==> config.mk <==
export PLATFORM = sky130hd
export DESIGN_NAME = wb_stream_arbiter
export DESIGN_NICKNAME = d
export VERILOG_FILES = /design/src/rtl/wb_stream_pkg.sv /design/src/rtl/wb_stream_rr_pick.sv /design/src/rtl/wb_stream_arbiter.sv
export SDC_FILE = /design/constraint.sdc
export NUM_CORES = 1
export LEC_CHECK = 0
export BUFFER_PORTS_ARGS = -buffer_cell sky130_fd_sc_hd__buf_4
export CELL_PAD_IN_SITES_DETAIL_PLACEMENT = 0
export CELL_PAD_IN_SITES_GLOBAL_PLACEMENT = 1
export CORE_AREA = 5 5 114 116
export DETAILED_ROUTE_END_ITERATION = 6
export DIE_AREA = 0 0 119 121
export GPL_TIMING_DRIVEN = 0
export HOLD_SLACK_MARGIN = 0.12
export PLACE_DENSITY_LB_ADDON = 0.1
export RECOVER_POWER = 50
export SLEW_MARGIN = 0
export SYNTH_ARGS = -nofsm -noshare
export SYNTH_HDL_FRONTEND = slang
export SYNTH_SLANG_ARGS = --single-unit
==> constraint.sdc <==
create_clock -name wb_clk_i -period 1.76 [get_ports wb_clk_i]
set_clock_uncertainty 0.2 [all_clocks]
set_input_delay 0.352 -clock wb_clk_i [delete_from_list [all_inputs] [get_ports wb_clk_i]]
set_output_delay 0.352 -clock wb_clk_i [all_outputs]
set_load 0.01 [all_outputs]
==> src/rtl/wb_stream_pkg.sv <==
// Shared constants and types for the Wishbone stream arbiter and the schedulers built on it.
package wb_stream_pkg;

   localparam logic [2:0] CTI_CLASSIC      = 3'b000;
   localparam logic [2:0] CTI_INC_BURST    = 3'b010;
   localparam logic [2:0] CTI_END_OF_BURST = 3'b111;

   localparam logic [1:0] BTE_LINEAR = 2'b00;

   typedef enum logic {
      S_IDLE  = 1'b0,
      S_GRANT = 1'b1
   } arb_state_e;

   // A single requester still needs a 1-bit index.
   function automatic int unsigned idx_width(input int unsigned n);
      return (n > 1) ? $clog2(n) : 1;
   endfunction

endpackage

==> src/rtl/wb_stream_rr_pick.sv <==
// Combinational round-robin picker: first set request after last_i, wrapping, as one-hot.
module wb_stream_rr_pick
   import wb_stream_pkg::*;
#(
   parameter int unsigned NUM_REQ = 2,
   parameter int unsigned IDX_W   = idx_width(NUM_REQ)
) (
   input  logic [NUM_REQ-1:0] req_i,
   input  logic [IDX_W-1:0]   last_i,
   output logic [NUM_REQ-1:0] gnt_o,
   output logic               valid_o
);

   int unsigned pos;
   logic        found;

   // Offsets are summed in 32 bits and wrapped by subtraction, so odd sizes never overflow.
   always_comb begin
      gnt_o = '0;
      found = 1'b0;
      pos   = 0;
      for (int unsigned ofs = 1; ofs <= NUM_REQ; ofs++) begin
         pos = 32'(last_i) + ofs;
         if (pos >= NUM_REQ) begin
            pos = pos - NUM_REQ;
         end
         for (int unsigned j = 0; j < NUM_REQ; j++) begin
            if (!found && (j == pos) && req_i[j]) begin
               gnt_o[j] = 1'b1;
               found    = 1'b1;
            end
         end
      end
      valid_o = found;
   end

endmodule

==> src/rtl/wb_stream_arbiter.sv <==
// Round-robin arbiter sharing one Wishbone master port among several stream requesters.
// The grant is held for a whole bus cycle and one idle cycle always separates two grants.
module wb_stream_arbiter
   import wb_stream_pkg::*;
#(
   parameter int unsigned NUM_MASTERS = 2,
   parameter int unsigned WB_AW       = 32,
   parameter int unsigned WB_DW       = 32
) (
   input  logic                           wb_clk_i,
   input  logic                           wb_rst_ni,

   input  logic [NUM_MASTERS*WB_AW-1:0]   wbs_adr_i,
   input  logic [NUM_MASTERS*WB_DW-1:0]   wbs_dat_i,
   input  logic [NUM_MASTERS*WB_DW/8-1:0] wbs_sel_i,
   input  logic [NUM_MASTERS-1:0]         wbs_we_i,
   input  logic [NUM_MASTERS-1:0]         wbs_cyc_i,
   input  logic [NUM_MASTERS-1:0]         wbs_stb_i,
   input  logic [NUM_MASTERS*3-1:0]       wbs_cti_i,
   input  logic [NUM_MASTERS*2-1:0]       wbs_bte_i,
   output logic [WB_DW-1:0]               wbs_dat_o,
   output logic [NUM_MASTERS-1:0]         wbs_ack_o,
   output logic [NUM_MASTERS-1:0]         wbs_err_o,
   output logic [NUM_MASTERS-1:0]         wbs_rty_o,

   output logic [WB_AW-1:0]               wbm_adr_o,
   output logic [WB_DW-1:0]               wbm_dat_o,
   output logic [WB_DW/8-1:0]             wbm_sel_o,
   output logic                           wbm_we_o,
   output logic                           wbm_cyc_o,
   output logic                           wbm_stb_o,
   output logic [2:0]                     wbm_cti_o,
   output logic [1:0]                     wbm_bte_o,
   input  logic [WB_DW-1:0]               wbm_dat_i,
   input  logic                           wbm_ack_i,
   input  logic                           wbm_err_i,
   input  logic                           wbm_rty_i,

   output logic [NUM_MASTERS-1:0]         grant_o,
   output logic                           busy_o
);

   localparam int unsigned     GW       = idx_width(NUM_MASTERS);
   localparam int unsigned     SW       = WB_DW / 8;
   localparam logic [GW-1:0]   LAST_RST = GW'(NUM_MASTERS - 1);

   arb_state_e             state_q, state_d;
   logic [NUM_MASTERS-1:0] grant_q, grant_d;
   logic [GW-1:0]          last_q, last_d;
   logic [GW-1:0]          gidx_q, gidx_d;

   logic [NUM_MASTERS-1:0] pick_gnt;
   logic                   pick_valid;
   logic [GW-1:0]          pick_idx;
   logic                   owner_cyc;

   wb_stream_rr_pick #(
      .NUM_REQ (NUM_MASTERS),
      .IDX_W   (GW)
   ) u_pick (
      .req_i   (wbs_cyc_i),
      .last_i  (last_q),
      .gnt_o   (pick_gnt),
      .valid_o (pick_valid)
   );

   always_comb begin
      pick_idx = '0;
      for (int unsigned k = 0; k < NUM_MASTERS; k++) begin
         if (pick_gnt[k]) begin
            pick_idx = GW'(k);
         end
      end
   end

   assign owner_cyc = |(grant_q & wbs_cyc_i);

   always_comb begin
      state_d = state_q;
      grant_d = grant_q;
      last_d  = last_q;
      gidx_d  = gidx_q;
      case (state_q)
         S_IDLE: begin
            if (pick_valid) begin
               grant_d = pick_gnt;
               gidx_d  = pick_idx;
               state_d = S_GRANT;
            end
         end
         S_GRANT: begin
            // Releasing into S_IDLE rather than re-picking here is what guarantees the bus gap.
            if (!owner_cyc) begin
               last_d  = gidx_q;
               grant_d = '0;
               state_d = S_IDLE;
            end
         end
         default: begin
            grant_d = '0;
            state_d = S_IDLE;
         end
      endcase
   end

   always_ff @(posedge wb_clk_i or negedge wb_rst_ni) begin
      if (!wb_rst_ni) begin
         state_q <= S_IDLE;
         grant_q <= '0;
         last_q  <= LAST_RST;
         gidx_q  <= '0;
      end else begin
         state_q <= state_d;
         grant_q <= grant_d;
         last_q  <= last_d;
         gidx_q  <= gidx_d;
      end
   end

   // AND-OR mux on the registered one-hot grant: a cleared grant forces every output to zero.
   always_comb begin
      wbm_adr_o = '0;
      wbm_dat_o = '0;
      wbm_sel_o = '0;
      wbm_we_o  = 1'b0;
      wbm_cyc_o = 1'b0;
      wbm_stb_o = 1'b0;
      wbm_cti_o = '0;
      wbm_bte_o = '0;
      for (int unsigned k = 0; k < NUM_MASTERS; k++) begin
         if (grant_q[k]) begin
            wbm_adr_o = wbm_adr_o | wbs_adr_i[k*WB_AW +: WB_AW];
            wbm_dat_o = wbm_dat_o | wbs_dat_i[k*WB_DW +: WB_DW];
            wbm_sel_o = wbm_sel_o | wbs_sel_i[k*SW +: SW];
            wbm_we_o  = wbm_we_o  | wbs_we_i[k];
            wbm_cyc_o = wbm_cyc_o | wbs_cyc_i[k];
            wbm_stb_o = wbm_stb_o | (wbs_stb_i[k] & wbs_cyc_i[k]);
            wbm_cti_o = wbm_cti_o | wbs_cti_i[k*3 +: 3];
            wbm_bte_o = wbm_bte_o | wbs_bte_i[k*2 +: 2];
         end
      end
   end

   assign wbs_dat_o = wbm_dat_i;
   assign wbs_ack_o = grant_q & {NUM_MASTERS{wbm_ack_i}};
   assign wbs_err_o = grant_q & {NUM_MASTERS{wbm_err_i}};
   assign wbs_rty_o = grant_q & {NUM_MASTERS{wbm_rty_i}};

   assign grant_o = grant_q;
   assign busy_o  = (state_q == S_GRANT);

endmodule

# Yosys cells after proc, flatten, opt, wreduce, memory -nomap -nowiden
# Index checks and enable logic that the tools add are counted.
[classes]
add_sub_neg = 4
n_lt_le_gt_ge = 2
eq_ne = 4
n_mux = 32
bitwise = 16
n_reduce_logical = 16
[ops]
columns = ["op", "count"]
rows = [
  ["$mux 32", 6],
  ["$eq 1x32->1 const A", 2],
  ["$ge 32x2->1 const B", 2],
  ["$logic_not 32->1", 2],
  ["$or 32x32->32", 2],
  ["$sub 32x2->32 const B", 2],
  ["$mux 1", 16],
  ["$and 2x2->2", 4],
  ["$mux 2", 4],
  ["$mux 4", 2],
  ["$logic_and 1x1->1", 7],
  ["$mux 3", 2],
  ["$reduce_and 2->1", 3],
  ["$ne 2x2->1 const B", 2],
  ["$or 4x4->4", 1],
  ["$pmux 2 s2", 1],
  ["$add 1x2->3 const B", 1],
  ["$logic_not 1->1", 3],
  ["$or 1x1->1", 3],
  ["$or 3x3->3", 1],
  ["$add 1x1->2 const B", 1],
  ["$and 1x1->1", 2],
  ["$not 1->1", 2],
  ["$or 2x2->2", 1],
  ["other kinds (2)", 2],
]
[word_totals]
regBits = 5
word_cells = 78

# Depth between registers and ports, before layout
[logic_depth]
word_depth = 20
depth_mapped = 5
mapped_depth_nobuf = 3

# Modules after synthesis
# From an unflattened synthesis, not the netlist that was laid out.
[unflattened]
cells_unflattened = 159
area_unflattened_um2 = 1283.7
[modules_own_cells]
columns = ["module", "instances", "cells_each", "area_each_um2"]
rows = [
  ["wb_stream_arbiter", 1, 155, 1258.7],
  ["wb_stream_rr_pick", 1, 4, 25.0],
]

# Worst setup path after synthesis
# OpenSTA, ideal clock, no wires.
[synth_path]
path_type = "register to output"
start = "reg grant_q[0] (netlist: grant_o[0])"
end = "out wbm_adr_o[25]"
arrival_ps = 1029
t_required_ps = 1208
setup_slack_ps = 179
stages_incl_launch_ff = 5
path_buffers = 3
path_cell_list = "dfrtp_1 -> buf_6 -> buf_6 -> buf_6 -> a22o_1"
[synth_via]
elab_chain_len = 3
[synth_lines]
columns = ["item", "line", "source"]
rows = [
  ["from (decl)", "wb_stream_arbiter.sv:48", "logic [NUM_MASTERS-1:0] grant_q, grant_d;"],
  ["from (signal assigned)", "wb_stream_arbiter.sv:114", "grant_q <= grant_d;"],
  ["$mux 32 (*)", "wb_stream_arbiter.sv:131", "if (grant_q[k]) begin"],
  ["$or 32x32->32", "wb_stream_arbiter.sv:132", "wbm_adr_o = wbm_adr_o | wbs_adr_i[k*WB_AW +: WB_AW];"],
  ["$mux 32 (*)", "wb_stream_arbiter.sv:131", ""],
  ["to (decl)", "wb_stream_arbiter.sv:26", "output logic [WB_AW-1:0] wbm_adr_o,"],
]
# Every way passes the cells marked *; elsewhere a longest branch is shown, timed or not.

# Worst setup path after layout
[layout_path]
start = "reg grant_q[1] (netlist: grant_o[1])"
end = "out wbm_adr_o[30]"
[layout_via]
elab_chain_len = 1
[layout_lines]
columns = ["item", "line"]
rows = [
  ["$mux 32", "wb_stream_arbiter.sv:131"],
]
# No other way between the ends.

==> flow_metrics.env <==
export IMPL_first_iter_violations=56
export IMPL_yosys_cell_types_count=17
export IMPL_sinks_on_the_clock_net=5
export IMPL_worst_path_cell_chain="buf_6, buf_8, buf_6, a22o_1, buf_6"
export IMPL_ios=306
export IMPL_grt_max_degree=11
export IMPL_net_count_of_the_mapped_netlist=345
export IMPL_worstReg2RegStart="grant_o[0]$_DFFE_PN0P_"
export IMPL_static_leakage_power_nw=2.12
export IMPL_worst_max_slew_pin_slew_ps=265
export IMPL_synth_sequential_area_ratio=0.0965
export IMPL_die_area_sq_mm=0.0144
export IMPL_cts_reportedPaths_clkPinSlew_ps=30
export IMPL_area_growth_syn_to_layout_pct=195
export IMPL_setup_reg_to_reg_worst_slack_ps=270
export IMPL_diodes=0
export IMPL_die_width_um=119
export IMPL_io_buffers=273
export IMPL_post_route_period_util=1.10
export IMPL_power_internal_mw=2.99
export IMPL_report_power_total_mw=5.00
export IMPL_antenna_found_initial=0
export IMPL_hpwlAfterDp_um=9380
export IMPL_max_fclk_mhz=518
export IMPL_timing_critical_path_slowest_stage_cell="dfrtp_1"
export IMPL_totalWireLength_um=10800
export IMPL_cts_htree_levels=1
export IMPL_postSynthRegisterBits=5
export IMPL_detail_route_wl_per_cell_um=18.2
export IMPL_launching_instance_or_port_of_the_critical_path="grant_o[1]$_DFFE_PN0P_"
export IMPL_synth_avg_cell_area_sq_um=8.40
export IMPL_timing_setup_critical_path_class="flop to output port"
export IMPL_critPathCapture="wbm_adr_o[30]"
export IMPL_finalCriticalPeriod_ps=1930
export IMPL_timing_max_slew_rel_slack=0.823
export IMPL_finalMaxSlewViolations=0
export IMPL_ff2ff_path_depth=6
export IMPL_yosys_warnings=0
export IMPL_nFillCells=1297
export IMPL_num_vias=2425
export IMPL_insertion_delay_ps=230
export IMPL_finish_net_count=638
export IMPL_layout_cells_most_common="buf_4"
export IMPL_timing_final_ws_setup_ps=-171
export IMPL_num_rows=40
export IMPL_first_global_vias=2506
export IMPL_critical_path_top_cell_by_count="buf_6"
export IMPL_setup_viol=82
export IMPL_vdd_drop_max_mv=0.742
export IMPL_numCtsBuffers=3
export IMPL_worstPathMaxFanout=6
export IMPL_seq_power_share=0.047
export IMPL_final_setup_tns_ps=-9820
export IMPL_failed_checks="negative setup slack"
export IMPL_vias_per_cell=4.08
export IMPL_detail_route_first_pass_iterations=4
export IMPL_worst_r2r_endpoint="grant_o[1]$_DFFE_PN0P_"
export IMPL_crit_arrival_ps=1380
export IMPL_p_clk_frac=0.074
export IMPL_post_route_drc_count=0
export IMPL_tritoncts="yes"
export IMPL_largest_incremental_delay_on_the_critical_path_ps=400
export IMPL_power_per_cell_area_mw_per_mm2=1290
export IMPL_root_buffer_master="clkbuf_16"
export IMPL_power_share_combinational=0.878
export IMPL_starting_density=0.111
export IMPL_post_synth_instance_area_sq_mm=0.00131
export IMPL_commonest_cells_after_routing_fill_and_taps_aside="271 x buf_4, 74 x a22o_1, 28 x buf_6"
export IMPL_globalplace_congestion=0.730
export IMPL_power_share_switching=0.402
export IMPL_final_antenna_net_count=0
export IMPL_rsz0062_at_grt="true"
export IMPL_min_path_type="input pin to flop"
export IMPL_drive_gt1_frac=0.746
export IMPL_core_area_sq_mm=0.0118
export IMPL_cts_path_max_buffers=2
export IMPL_cap_viol_max_count=0
export IMPL_timing_critical_path_from_type="flop"
export IMPL_syn_instance_count=156
export IMPL_groute_usage_overall=0.135
export IMPL_worst_setup_path_end_kind="output port"
export IMPL_die_h_um=121
export IMPL_timing_critical_path_required_ps=1210
export IMPL_grt_first_pass_wirelength_um=15400
export IMPL_hold_violations=0
export IMPL_result_of_the_run="complete, but fails checks"
export IMPL_power_spent_charging_and_discharging_nets_mw=2.01
export IMPL_global_route_overflow_total=0
-- worst min path at each step --
stage | depth (start not counted) | startpoint | to
after detailed placement | 1 | wb_rst_ni | busy_o$_DFF_PN0_
after CTS | 3 | wbs_cyc_i[1] | busy_o$_DFF_PN0_
after floorplan | 0 | wb_rst_ni | busy_o$_DFF_PN0_
final | 3 | wbs_cyc_i[1] | busy_o$_DFF_PN0_
after global placement | 1 | wb_rst_ni | busy_o$_DFF_PN0_
after global routing | 3 | wbs_cyc_i[1] | busy_o$_DFF_PN0_
-- final cells by class --
cell class | count | area (sq um) | area share
Multi-Input combinational cell | 99 | 836 | 0.216
Inverter | 2 | 7.51 | 0.00194
Clock buffer | 4 | 78.8 | 0.0204
Buffer | 50 | 388 | 0.100
Sequential cell | 5 | 126 | 0.0327
Tap cell | 147 | 184 | 0.0476
Timing Repair Buffer | 288 | 2240 | 0.581
-- power by group through the flow --
stage,clock (mW),combinational [mW],sequential [mW]
after floorplan,0,1.90,0.238
after global placement,0,3.92,0.237
after detailed placement,0,3.86,0.236
after CTS,0.381,4.44,0.237
after global routing,0.388,4.71,0.248
final,0.371,4.39,0.236
-- kinds of logic (layout without fill, tap and decap cells) --
family | after synthesis | count (layout) | share of synthesized area
AOI/OAI and AO/OA | 85 | 85 | 0.560
buffers and inverters | 52 | 344 | 0.287
and+or+nand+nor | 14 | 14 | 0.0573
DFF | 5 | 5 | 0.0965
-- routing by layer --
metal	vias up	track usage	part of all wire
met5	-	0	0
met3	2	0.0434	0.094
met2	140	0.276	0.57
met4	0	0.00434	0.0012
met1	1114	0.139	0.33
li1	1169	-	-
-- metrics by stage --
stage / util / cells / area, sq um / hold WS, ps / setup WS [ps]
floorplan: - / 156 / 1310 / -144 / 179
CTS: 0.331 / 594 / 3900 / 244 / -187
global route: 0.327 / 595 / 3860 / 269 / -225
detailed placement: 0.300 / 576 / 3540 / -44.6 / 15.3
global placement: 0.300 / 576 / 3540 / -45.6 / 21.4
finish: 0.327 / 595 / 3860 / 254 / -171
-- synth_stat cells --
cell | instances | area, sq um
a22o_1 | 74 | 648
buf_4 | 32 | 240
buf_2 | 12 | 60.1
and2_1 | 6 | 37.5
buf_6 | 6 | 67.6
a21oi_1 | 5 | 25.0
dfrtp_1 | 4 | 100
a31o_1 | 3 | 26.3
nand2_1 | 3 | 11.3
inv_1 | 2 | 7.51
nand2b_1 | 2 | 12.5
nand3_1 | 2 | 10.0
a21o_1 | 1 | 7.51
a22oi_4 | 1 | 21.3
dfstp_2 | 1 | 26.3
nor2_1 | 1 | 3.75
o21ai_0 | 1 | 5.00
-- flip-flops by register name, summed over array words and instances, names as in the netlist --
register  count
busy_o        1
gidx_q        1
grant_o       2
last_q        1
-- worst max-delay path, delay by kind of cell (launching register included) --
kind / cells / cell delay (ps)
buffers and inverters: 4 / 520
DFF: 1 / 400
AOI/OAI and AO/OA: 1 / 230
-- repair_timing --
| action | 4_1_cts | 5_1_grt |
|---|---|---|
| buffers inserted | 10 | 1 |
| gates resized for setup | 39 | 7 |
| gates cloned | 3 | 0 |
| hold endpoints to repair | 5 | 0 |
| hold buffers | 1 | 0 |
| pin swaps | 14 | 2 |
| setup endpoints to repair | 81 | 82 |
Power figures use the tool's default switching activity.
